## src/rtl/alu_md_controller_if.sv

```systemverilog
// Bundles the EX-stage decode inputs, operands and M-extension results.
interface alu_md_controller_if #(
    parameter int unsigned XLEN = 32
);
    logic [1:0]      ALUOp;
    logic [6:0]      Funct7;
    logic [2:0]      Funct3;
    logic            RType;
    logic            in_valid;
    logic            flush;
    logic [XLEN-1:0] op_a;
    logic [XLEN-1:0] op_b;
    logic [3:0]      Operation;
    logic            in_ready;
    logic            stall;
    logic            md_valid;
    logic [XLEN-1:0] md_result;

    // Pipeline side: drives the instruction fields, observes control and results.
    modport master (
        output ALUOp, Funct7, Funct3, RType, in_valid, flush, op_a, op_b,
        input  Operation, in_ready, stall, md_valid, md_result
    );

    // Controller side.
    modport slave (
        input  ALUOp, Funct7, Funct3, RType, in_valid, flush, op_a, op_b,
        output Operation, in_ready, stall, md_valid, md_result
    );
endinterface

```

## src/rtl/alu_md_controller.sv

```systemverilog
// Base ALU operation decode plus an iterative radix-2 MUL/DIV sequencer.
module alu_md_controller #(
    parameter int unsigned XLEN = 32
) (
    input  logic                clk,
    input  logic                rst_n,
    alu_md_controller_if.slave  md_if
);
    localparam int unsigned CW = $clog2(XLEN + 1);

    localparam logic [3:0] OP_ADD    = 4'b0000;
    localparam logic [3:0] OP_SUB    = 4'b0001;
    localparam logic [3:0] OP_SLL    = 4'b0010;
    localparam logic [3:0] OP_SLT    = 4'b0011;
    localparam logic [3:0] OP_SLTU   = 4'b0100;
    localparam logic [3:0] OP_XOR    = 4'b0101;
    localparam logic [3:0] OP_SRL    = 4'b0110;
    localparam logic [3:0] OP_SRA    = 4'b0111;
    localparam logic [3:0] OP_OR     = 4'b1000;
    localparam logic [3:0] OP_AND    = 4'b1001;
    localparam logic [3:0] OP_PASS_B = 4'b1011;

    typedef enum logic [1:0] {IDLE, CALC, DONE} state_e;

    state_e              state_q, state_d;
    logic [CW-1:0]       cnt_q, cnt_d;
    logic [2*XLEN-1:0]   p_q, p_d;        // {hi, lo}: product, or {remainder, quotient}
    logic [XLEN-1:0]     b_q, b_d;        // multiplicand / divisor magnitude
    logic [XLEN-1:0]     a_q, a_d;        // raw dividend for remainder-by-zero
    logic [XLEN-1:0]     res_q, res_d;
    logic [2:0]          f3_q, f3_d;
    logic                neg_q, neg_d;
    logic                dz_q, dz_d;

    logic                is_md_c, accept_c;
    logic [3:0]          op_c;
    logic                sgn_a_c, sgn_b_c, a_neg_c, b_neg_c;
    logic [XLEN-1:0]     a_mag_c, b_mag_c;
    logic [XLEN:0]       mul_sum_c, div_t_c, div_diff_c;
    logic [2*XLEN-1:0]   step_c, mul_full_c;
    logic [XLEN-1:0]     div_val_c, result_c;

    assign is_md_c  = (md_if.ALUOp == 2'b10) & md_if.RType & (md_if.Funct7 == 7'b0000001);
    assign accept_c = (state_q == IDLE) & md_if.in_valid & is_md_c & ~md_if.flush;

    // Base ALU operation select from ALUOp/Funct3/Funct7.
    always_comb begin
        op_c = OP_ADD;
        case (md_if.ALUOp)
            2'b00: op_c = OP_ADD;
            2'b11: op_c = OP_PASS_B;
            2'b01: begin
                case (md_if.Funct3[2:1])
                    2'b00:   op_c = OP_SUB;
                    2'b10:   op_c = OP_SLT;
                    2'b11:   op_c = OP_SLTU;
                    default: op_c = OP_ADD;
                endcase
            end
            default: begin
                if (!is_md_c) begin
                    case (md_if.Funct3)
                        3'b000:  op_c = (md_if.RType & md_if.Funct7[5]) ? OP_SUB : OP_ADD;
                        3'b001:  op_c = OP_SLL;
                        3'b010:  op_c = OP_SLT;
                        3'b011:  op_c = OP_SLTU;
                        3'b100:  op_c = OP_XOR;
                        3'b101:  op_c = md_if.Funct7[5] ? OP_SRA : OP_SRL;
                        3'b110:  op_c = OP_OR;
                        default: op_c = OP_AND;
                    endcase
                end
            end
        endcase
    end

    // Operand magnitudes; signedness per Funct3 (MULH/MULHSU/DIV/REM treat rs1 as signed).
    always_comb begin
        sgn_a_c = (md_if.Funct3 == 3'b001) | (md_if.Funct3 == 3'b010) |
                  (md_if.Funct3 == 3'b100) | (md_if.Funct3 == 3'b110);
        sgn_b_c = (md_if.Funct3 == 3'b001) | (md_if.Funct3 == 3'b100) |
                  (md_if.Funct3 == 3'b110);
        a_neg_c = sgn_a_c & md_if.op_a[XLEN-1];
        b_neg_c = sgn_b_c & md_if.op_b[XLEN-1];
        a_mag_c = a_neg_c ? XLEN'(-md_if.op_a) : md_if.op_a;
        b_mag_c = b_neg_c ? XLEN'(-md_if.op_b) : md_if.op_b;
    end

    // One radix-2 step: shift-add multiply or restoring divide on magnitudes.
    always_comb begin
        mul_sum_c  = {1'b0, p_q[2*XLEN-1:XLEN]} + (p_q[0] ? {1'b0, b_q} : (XLEN+1)'(0));
        div_t_c    = {p_q[2*XLEN-1:XLEN], p_q[XLEN-1]};
        div_diff_c = div_t_c - {1'b0, b_q};
        if (f3_q[2]) begin
            step_c = {(div_diff_c[XLEN] ? div_t_c[XLEN-1:0] : div_diff_c[XLEN-1:0]),
                      p_q[XLEN-2:0], ~div_diff_c[XLEN]};
        end else begin
            step_c = {mul_sum_c, p_q[XLEN-1:1]};
        end
    end

    // Final sign correction and special cases once all iterations are done.
    always_comb begin
        mul_full_c = neg_q ? (2*XLEN)'(-p_q) : p_q;
        div_val_c  = f3_q[1] ? p_q[2*XLEN-1:XLEN] : p_q[XLEN-1:0];
        if (!f3_q[2]) begin
            result_c = (f3_q[1:0] == 2'b00) ? mul_full_c[XLEN-1:0] : mul_full_c[2*XLEN-1:XLEN];
        end else if (dz_q) begin
            result_c = f3_q[1] ? a_q : {XLEN{1'b1}};
        end else begin
            result_c = neg_q ? XLEN'(-div_val_c) : div_val_c;
        end
    end

    // Sequencer next-state and datapath register updates.
    always_comb begin
        state_d = state_q;
        cnt_d   = cnt_q;
        p_d     = p_q;
        b_d     = b_q;
        a_d     = a_q;
        res_d   = res_q;
        f3_d    = f3_q;
        neg_d   = neg_q;
        dz_d    = dz_q;
        case (state_q)
            IDLE: begin
                if (accept_c) begin
                    state_d = CALC;
                    cnt_d   = '0;
                    p_d     = {{XLEN{1'b0}}, a_mag_c};
                    b_d     = b_mag_c;
                    a_d     = md_if.op_a;
                    f3_d    = md_if.Funct3;
                    neg_d   = (md_if.Funct3[2] & md_if.Funct3[1]) ? a_neg_c : (a_neg_c ^ b_neg_c);
                    dz_d    = (md_if.op_b == '0);
                end
            end
            CALC: begin
                if (md_if.flush) begin
                    state_d = IDLE;
                end else if (cnt_q == CW'(XLEN)) begin
                    state_d = DONE;
                    res_d   = result_c;
                end else begin
                    p_d   = step_c;
                    cnt_d = cnt_q + CW'(1);
                end
            end
            DONE:    state_d = IDLE;
            default: state_d = IDLE;
        endcase
    end

    // State and datapath registers.
    always_ff @(posedge clk or negedge rst_n) begin
        if (!rst_n) begin
            state_q <= IDLE;
            cnt_q   <= '0;
            p_q     <= '0;
            b_q     <= '0;
            a_q     <= '0;
            res_q   <= '0;
            f3_q    <= '0;
            neg_q   <= 1'b0;
            dz_q    <= 1'b0;
        end else begin
            state_q <= state_d;
            cnt_q   <= cnt_d;
            p_q     <= p_d;
            b_q     <= b_d;
            a_q     <= a_d;
            res_q   <= res_d;
            f3_q    <= f3_d;
            neg_q   <= neg_d;
            dz_q    <= dz_d;
        end
    end

    assign md_if.Operation = op_c;
    assign md_if.in_ready  = (state_q == IDLE);
    assign md_if.stall     = (state_q == CALC) | ((state_q == IDLE) & md_if.in_valid & is_md_c);
    assign md_if.md_valid  = (state_q == DONE);
    assign md_if.md_result = res_q;
endmodule

```

## src/flat_wrapper.sv

```systemverilog
// flat-port wrapper written by rule: the top's interface ports become plain ports
module alu_md_controller_flat 
#(
    parameter int unsigned XLEN = 32
)
  (clk, rst_n, md_if_ALUOp, md_if_Funct7, md_if_Funct3, md_if_RType, md_if_in_valid, md_if_flush, md_if_op_a, md_if_op_b, md_if_Operation, md_if_in_ready, md_if_stall, md_if_md_valid, md_if_md_result);
  alu_md_controller_if #(.XLEN(XLEN)) md_if_i ();
  input  logic clk;
  input  logic rst_n;
  input wire logic [$bits(md_if_i.ALUOp)-1:0] md_if_ALUOp;
  input wire logic [$bits(md_if_i.Funct7)-1:0] md_if_Funct7;
  input wire logic [$bits(md_if_i.Funct3)-1:0] md_if_Funct3;
  input wire logic [$bits(md_if_i.RType)-1:0] md_if_RType;
  input wire logic [$bits(md_if_i.in_valid)-1:0] md_if_in_valid;
  input wire logic [$bits(md_if_i.flush)-1:0] md_if_flush;
  input wire logic [$bits(md_if_i.op_a)-1:0] md_if_op_a;
  input wire logic [$bits(md_if_i.op_b)-1:0] md_if_op_b;
  output wire logic [$bits(md_if_i.Operation)-1:0] md_if_Operation;
  output wire logic [$bits(md_if_i.in_ready)-1:0] md_if_in_ready;
  output wire logic [$bits(md_if_i.stall)-1:0] md_if_stall;
  output wire logic [$bits(md_if_i.md_valid)-1:0] md_if_md_valid;
  output wire logic [$bits(md_if_i.md_result)-1:0] md_if_md_result;
  assign md_if_i.ALUOp = md_if_ALUOp;
  assign md_if_i.Funct7 = md_if_Funct7;
  assign md_if_i.Funct3 = md_if_Funct3;
  assign md_if_i.RType = md_if_RType;
  assign md_if_i.in_valid = md_if_in_valid;
  assign md_if_i.flush = md_if_flush;
  assign md_if_i.op_a = md_if_op_a;
  assign md_if_i.op_b = md_if_op_b;
  assign md_if_Operation = md_if_i.Operation;
  assign md_if_in_ready = md_if_i.in_ready;
  assign md_if_stall = md_if_i.stall;
  assign md_if_md_valid = md_if_i.md_valid;
  assign md_if_md_result = md_if_i.md_result;
  alu_md_controller #(.XLEN(XLEN)) u_core (.clk(clk), .rst_n(rst_n), .md_if(md_if_i));
endmodule
```

## config.mk

```make
export PLATFORM = sky130hd
export DESIGN_NAME = alu_md_controller_flat
export DESIGN_NICKNAME = d
export VERILOG_FILES = /design/src/rtl/alu_md_controller_if.sv /design/src/rtl/alu_md_controller.sv /design/src/flat_wrapper.sv
export SDC_FILE = /design/constraint.sdc
export NUM_CORES = 1
export LEC_CHECK = 0
export BUFFER_PORTS_ARGS = -buffer_cell sky130_fd_sc_hd__buf_2
export CAP_MARGIN = 30
export CORE_MARGIN = 2
export CORE_UTILIZATION = 60
export CTS_CLUSTER_SIZE = 20
export DETAILED_ROUTE_END_ITERATION = 10
export PLACE_DENSITY = 0.83
export SETUP_SLACK_MARGIN = 0.4
export SLEW_MARGIN = 20
export SYNTH_ARGS = -nofsm -noshare
export SYNTH_HDL_FRONTEND = slang
export SYNTH_SLANG_ARGS = --single-unit
```

## constraint.sdc

```tcl
create_clock -name clk -period 4.6 [get_ports clk]
set_input_delay 0 -clock clk [delete_from_list [all_inputs] [get_ports clk]]
set_output_delay 0 -clock clk [all_outputs]
set_load 0.02 [all_outputs]
```

[After elaboration in Yosys (flattened, before gate mapping)]
Index checks and enable logic that the tools add are counted.
Operators by class
  muxes and demuxes: 31
  reductions and logical operators: 11
  eq/ne operators: 19
  add/sub/neg operators: 7
  bitwise logic cells: 18
Operator list (number)
  $mux W32: 10
  $mux W64: 5
  $pmux W64 S2: 1
  $neg A32 Y32: 3
  $neg A64 Y64: 1
  $add A32 B33 Y33: 1
  $sub A33 B32 Y33: 1
  $logic_not A32 Y1: 1
  $pmux W4 S7: 1
  $mux W6: 3
  $pmux W4 S3: 1
  $pmux W6 S2: 1
  $eq A2 B2 Y1 const B: 5
  $and A1 B1 Y1: 9
  $eq A3 B3 Y1 const B: 3
  $pmux W3 S3: 1
  $logic_not A2 Y1: 4
  $eq A7 B1 Y1 const B: 1
  $add A6 B1 Y6 const B: 1
  $eq A3 B2 Y1 const B: 2
  $eq A6 B6 Y1 const B: 1
  $mux W2: 3
  $or A1 B1 Y1: 6
  $eq A2 B1 Y1 const B: 2
  other kinds (14): 19
Word-level totals
  logic and storage cells: 95
  output and inout bits: 39
  register bits: 173
  input bits: 81

[Logic depth before layout (Yosys ltp)]
Gate-level depths: netlist (run 1).
  depth in word-level cells: 8
  mapped depth: 15
  depth with buffers taken out: 13

[Worst setup path before layout (run 1)]
No wires, ideal clock.
  path type: register to register
  from: register u_core.f3_q[1]
  to: register u_core.res_q[30] (netlist: u_core.md_if.md_result[30])
  setup slack: 0.346 ns
  stages on the path, launching flop included: 16
  path buffers: 5
  data required time: 4.484 ns
  arrival time: 4.138 ns
  period minus slack after synthesis: 4.254 ns
  setup time: 0.116 ns
  path through: dfrtp_1 buf_2 buf_2 buf_1 buf_1 clkbuf_1 mux2i_1 ha_1 o21ai_0 or4_1 nand2b_1 or3_1 o21ai_1 xor2_1 nor2_1 o311ai_0
On the way
  cells in the longest elaborated chain, start to end: 5
  elaborated cells between the ends (all ways): 8
  those cells by class: add/sub (1); mux (6); reduce/logical (1)
RTL lines
  from (decl): RTL line alu_md_controller.sv:31  | logic [2:0] f3_q, f3_d;
  from (signal assigned): RTL line alu_md_controller.sv:164  | f3_q <= '0;
  from (signal assigned): RTL line alu_md_controller.sv:174  | f3_q <= f3_d;
  $mux W32: RTL line alu_md_controller.sv:105  | div_val_c = f3_q[1] ? p_q[2*XLEN-1:XLEN] : p_q[XLEN-1:0];
  $neg A32 Y32: RTL line alu_md_controller.sv:111  | result_c = neg_q ? XLEN'(-div_val_c) : div_val_c;
  $mux W32: RTL line alu_md_controller.sv:111
  $mux W32: RTL line alu_md_controller.sv:108  | end else if (dz_q) begin
  $mux W32 (*): RTL line alu_md_controller.sv:106  | if (!f3_q[2]) begin
  to (signal assigned): RTL line alu_md_controller.sv:173  | res_q <= res_d;
  to (decl): RTL line alu_md_controller.sv:30  | logic [XLEN-1:0] res_q, res_d;
Mark *: on every way between the ends. The rest lies on a longest branch, timed or not.
A chain may end at the register's enable or synchronous reset.

[Worst setup path after layout (run 1)]
  from: register u_core.f3_q[1]
  to: register u_core.res_q[29] (netlist: u_core.md_if.md_result[29])
The elaborated chain is that of the path after synthesis.

==> run metrics, run 1 <==
outcome finished, final reports clean; Worst slew margin 0.346; compound-gate portion of the synthesized area 0.244; GPL Wtd Cong 1.03; Buffers on Ports 119; Gate Count Post-Synth 2,178; CP Launch Type flip-flop; switching share of total power 0.294; critical path class reg2reg; Routed Antenna Nets 0; crit path max fanout 31; asr flop ratio synth 1.00; Pwr Density 204 mW/mm^2; Synth top area share 0.264; top-level I/O count 120; met2 GRT Util 0.606; Synth Cell Area 0.0164 mm^2; Post-route DRC 0; LEAKAGE 8.18 nW; proportion of layout cells with a drive suffix above 1 0.102; Detailed Routing Iterations Pass 1 7; r2r setup slk 0.66 ns; synth unique cells 82; Placed Cells incl. Taps 2,519; vias per inst 6.62; cell depth of the worst hold path 4; RR Endpoint u_core.md_if.md_result[29]; HP Start md_if_op_b[1]; ranking of synthesized cells by area dfrtp_1, nand2_1, o21ai_0, xnor2_1, ha_1; CTS tree done; first-pass GRT wire length 87,500 um; Max Fclk 254 MHz; area leader, netlist dfrtp_1; R2R depth 10; Die X 169 um; RSZ-0062 raised after global routing false; Combinational Power Share 0.162; Final Net Count 2,424; grt ovf 0; Worst Setup End Kind flip-flop; FP Rows 60; vias in the first global route 16,460; Final Setup Violations 0; worst flop-to-flop path startpoint u_core.f3_q[1]; WHS Endpoint u_core.b_q[3]; XOR/XNOR Fraction of Synth Area 0.108; clk root buf clkbuf_16; setup TNS 0 ns; CP required 4.98 ns; Worst VDD drop 230 uV; clock skew 0.0104 ns; Max Cap Viol 0; Final Hold Vio Count 0; final period utilization 0.857; core area 0.0269 mm^2; Mapped Nets 2,331; Synth Flop Type dfrtp_1; Int Pwr 2.65 mW; met1 usage in global routing 0.521; dpl hpwl 39,600 um; sequential fraction of the synthesis area 0.264; post-CTS sizing 0; die height 169 um; Post-synth EDFFs 0; clock slew at reported path FFs 0.07 ns; clk sinks 173; initial antenna violation count 0; initial core utilization 0.611; register share of total power 0.418; Fillers 2,333; GRT busiest layer met2; Simple-Gate Fraction of Synth Area 0.217; Tot GR Track Use 0.384; via count 17,366; WL final 55,500 um; Inserted Diodes 0; total die area 0.0287 mm^2; mux share of post-synthesis cell area 0.0542; WL per Instance 21.1 um; met3 usage 0.0725; H-tree Lvls 4; Post-Layout Cell Count 2,625; Clock Tree Buf Depth 2; Worst Path Arrival 4.32 ns; syn avg cell area 7.54 um^2; switching power 1.10 mW; crit path time final 3.94 ns; largest net degree at the start of global routing 105; largest family of logic cells by synthesized area compound AO/OA/AOI/OAI gates; Clock power frac 0.420; post-synthesis adder-cell area fraction 0.0558; Worst-Skew Late Latency 0.45 ns; violation count after the first detailed-route iteration 2,412; Synth Warn # 0; Worst-Margin Slew 0.972 ns; Slew Limit Fails 0; Hold WC Path Type in2reg; cts bufs inserted 17; number of synthesized register bits 173; Layout Area Growth over Synthesis 12.2%
[synth_stat cells, drive strengths merged, types with 15 or more instances]
cell    count
nand2b     19
o221ai     22
mux2i      81
nand2     346
or4        16
ha         70
clkbuf    134
nor4       23
nor3       60
xor2       97
xnor2     105
nor2      174
o211ai     22
a31oi      24
a21oi     146
o31ai      34
nand4      15
inv        66
buf        21
a21o       32
or3        25
dfrtp     173
o21ai     227
nand3      34
[sequential cells by signal (all words and copies together), names as in the netlist]
signal,flops
u_core.f3_q,3
u_core.state_q,2
u_core.neg_q,1
u_core.p_q,64
u_core.cnt_q,6
u_core.md_if.md_result,32
u_core.b_q,32
u_core.a_q,32
u_core.dz_q,1
[routing by layer]
metal	vias up	part of all wire	wire [um]
met4	0	0.040	2220
met2	969	0.45	24900
met3	184	0.089	4910
met1	8263	0.42	23400
met5	-	0	0
li1	7950	-	-
[worst max-delay path, stage by stage (launching register included)]
cell and delay [ns]:
dfrtp_2 0.77, buf_4 0.48, nor3b_1 0.56, o221ai_1 0.30, nor2_1 0.23, nand3_1 0.21
nor2_1 0.27, nand3_1 0.11, a32o_1 0.27, a2111oi_0 0.45, a22o_1 0.20
[placed cells by master (no fill, tap or decap), drive strengths merged, types with 15 or more instances in the layout]
cell	n
nand2	346
o21ai	227
nor2	174
dfrtp	173
buf	161
a21oi	146
xnor2	105
xor2	97
mux2i	81
inv	73
ha	70
dlygate4sd3	67
nor3	60
nand3	34
o31ai	34
a21o	32
or3	25
a31oi	24
nor4	23
o211ai	22
o221ai	22
nand2b	19
clkbuf	18
or4	16
nand4	15
[worst max path at each step]
stage	from	end	slack [ns]
floorplan	u_core.f3_q[1]	u_core.md_if.md_result[30]	0.50
global placement	u_core.p_q[31]	u_core.p_q[44]	0.73
detailed placement	u_core.p_q[31]	u_core.p_q[44]	0.65
CTS	u_core.p_q[31]	u_core.p_q[44]	0.59
global route	u_core.p_q[0]	u_core.p_q[56]	0.41
finish	u_core.f3_q[1]	u_core.md_if.md_result[29]	0.66
[metrics by stage]
step	cell area, um^2	worst slack [ns]	util	total power [mW]	hold WS (ns)
6_report	18400	0.659	0.685	3.75	0.0143
3_5_place_dp	17100	0.647	0.635	2.14	0.0745
3_3_place_gp	17100	0.728	0.635	2.13	0.0537
5_1_grt	18400	0.415	0.685	3.86	0.0507
4_1_cts	18300	0.589	0.682	3.74	0.00338
2_1_floorplan	16400	0.503	-	1.93	-0.296
[kinds of logic after synthesis]
family,count (synthesis)
multiplexers,88
buffers and inverters,221
AND/OR/NAND/NOR,777
XOR/XNOR,202
flip-flops,173
adder cells (fa/ha/maj),72
AO/OA/AOI/OAI,645
[power groups by stage]
stage                     clock network [mW]  registers, mW  logic (mW)
after floorplan                            0           1.59       0.333
after global placement                     0           1.60       0.533
after detailed placement                   0           1.60       0.543
after CTS                               1.58           1.57       0.590
after global routing                    1.64           1.57       0.656
final                                   1.58           1.57       0.606
[area by class of cell]
type / instances / area, um^2 / share of cell area
Clock inverter: 15 / 184 / 0.00999
Multi-Input combinational cell: 1784 / 11200 / 0.606
Timing Repair Buffer: 229 / 1630 / 0.0885
Inverter: 66 / 248 / 0.0135
Tap cell: 341 / 427 / 0.0232
Sequential cell: 173 / 4340 / 0.235
Clock buffer: 17 / 425 / 0.0231
[what timing repair did]
item,CTS,global route
setup endpoints to repair,0,6
buffers inserted,0,4
hold endpoints to repair,156,0
hold buffers,67,0
(Power assumes the default switching activity.)
==> inputs of run 2 (changes only) <==
--- a/config.mk
+++ b/config.mk
@@ -7,7 +7,6 @@
 export LEC_CHECK = 0
 export BUFFER_PORTS_ARGS = -buffer_cell sky130_fd_sc_hd__buf_2
 export CAP_MARGIN = 30
-export CORE_MARGIN = 2
 export CORE_UTILIZATION = 60
 export CTS_CLUSTER_SIZE = 20
 export DETAILED_ROUTE_END_ITERATION = 10
==> run metrics, run 2 (synthesized netlist as in run 1, its figures left out) <==
crit path time final 3.90 ns; Largest Register u_core.p_q; vias per inst 6.65; Worst Path Arrival 4.23 ns; Worst VDD drop 252 uV; total die area 0.0280 mm^2; clock slew at reported path FFs 0.08 ns; Max Cap Viol 0; grt ovf 0; setup TNS 0 ns; core area 0.0269 mm^2; Worst slew margin 0.367; CTS tree done; Slew Limit Fails 0; vias in the first global route 16,357; Die X 167 um; via count 17,472; GRT busiest layer met2; dpl hpwl 40,800 um; Fillers 2,294; Layout Area Growth over Synthesis 12.2%; outcome finished, final reports clean; clk root buf clkbuf_16; Detailed Routing Iterations Pass 1 7; GPL Wtd Cong 1.04; LEAKAGE 8.18 nW; met2 GRT Util 0.624; Post-route DRC 0; met1 usage in global routing 0.552; Worst-Margin Slew 0.941 ns; CP Launch Type flip-flop; FP Rows 60; Final Hold Vio Count 0; Worst Setup End Kind flip-flop; Buffers on Ports 119; post-CTS sizing 0; Max Fclk 257 MHz; multi-input logic area 0.0112 mm^2; Clock Tree Buf Depth 2; initial core utilization 0.611; first-pass GRT wire length 89,200 um; most frequent cells in the layout nand2_1, o21ai_0, nor2_1; Final Setup Violations 0; largest net degree at the start of global routing 103; top-level I/O count 120; H-tree Lvls 4; crit path max fanout 31; die height 167 um; Hold WC Path Type in2reg; R2R depth 13; Worst-Skew Late Latency 0.46 ns; FF/Latch Area 0.00434 mm^2; Tot GR Track Use 0.402; Total Power 3.74 mW; commonest non-fill, non-tap cell in the layout nand2_1; critical path class reg2reg; proportion of layout cells with a drive suffix above 1 0.101; RSZ-0062 raised after global routing false; Inserted Diodes 0; CP required 4.93 ns; Largest register FFs 64; WL final 56,600 um; Final Net Count 2,425; Routed Antenna Nets 0; met3 usage 0.0719; Pwr Density 203 mW/mm^2; WL per Instance 21.6 um; initial antenna violation count 1; cell depth of the worst hold path 4; violation count after the first detailed-route iteration 2,318; cts bufs inserted 17; final period utilization 0.847; clock skew 0.0179 ns; clk sinks 173
run 2: changes by cell type in the layout (fill, tap and decap cells not counted):
cell	delta
buf_4	-1
inv_8	+2
clkinv_4	+1
inv_6	-1
clkbuf_8	+1
buf_12	-1
dlygate4sd3_1	+3
clkinv_2	-2
clkinv_8	+3
clkinvlp_4	-2
bufinv_16	-2
run 2: worst paths after layout:
| path | from | endpoint | slack (ns) |
|---|---|---|---|
| max in group asynchronous | rst_n | u_core.b_q[16] | 3.43 |
| min in group asynchronous | rst_n | u_core.p_q[7] | 0.13 |
| min | md_if_Funct3[1] | u_core.neg_q | 0.08 |
| max reg2reg | u_core.p_q[0] | u_core.p_q[56] | 0.70 |
| max | u_core.p_q[0] | u_core.p_q[56] | 0.70 |
| min reg2reg | u_core.a_q[17] | u_core.a_q[17] | 0.47 |
run 2: repair_timing:
action / CTS / global route
hold buffers: 70 / 0
hold endpoints to repair: 169 / 0
setup buffers: 0 / 0
run 2: area by class of cell:
cell class / count / share of cell area
multi-input combinational: 1784 / 0.606
sequential: 173 / 0.235
timing repair buffer: 230 / 0.0886
clock buffer: 18 / 0.0238
tap: 341 / 0.0232
inverter: 66 / 0.0135
clock inverter: 14 / 0.00924
run 2: power by group:
part / leakage, nW / internal, mW / switching (mW)
registers: 2.33 / 1.54 / 0.0279
clock network: 0.295 / 0.794 / 0.757
logic: 5.55 / 0.243 / 0.376
total: 8.18 / 2.58 / 1.16
run 2: critical path, stage by stage (launching register included):
cell and delay, ns:
dfrtp_1 0.46, inv_1 0.11, buf_4 0.33, nor2_1 0.11, ha_1 0.36, o211ai_1 0.17, o21ai_0 0.19, o2111ai_1 0.34
a21boi_0 0.32, o41ai_1 0.58, nand2_1 0.17, a21boi_0 0.24, xnor2_1 0.10, a221o_1 0.31
run 2: per-layer routing:
layer | up-vias | part of all wire
met3 | 193 | 0.098
met5 | - | 0.00019
li1 | 7972 | -
met4 | 2 | 0.040
met2 | 1018 | 0.44
met1 | 8287 | 0.42
run 2: stage by stage:
stage	std cells	utilization	setup WS (ns)	hold WS, ns	instance area (um^2)
floorplan	2178	-	0.503	-0.296	16400
global placement	2521	0.635	0.946	0.112	17100
detailed placement	2521	0.635	0.848	0.117	17100
CTS	2623	0.684	0.770	0.0725	18400
global route	2626	0.685	0.460	0.0918	18400
finish	2626	0.685	0.702	0.0832	18400
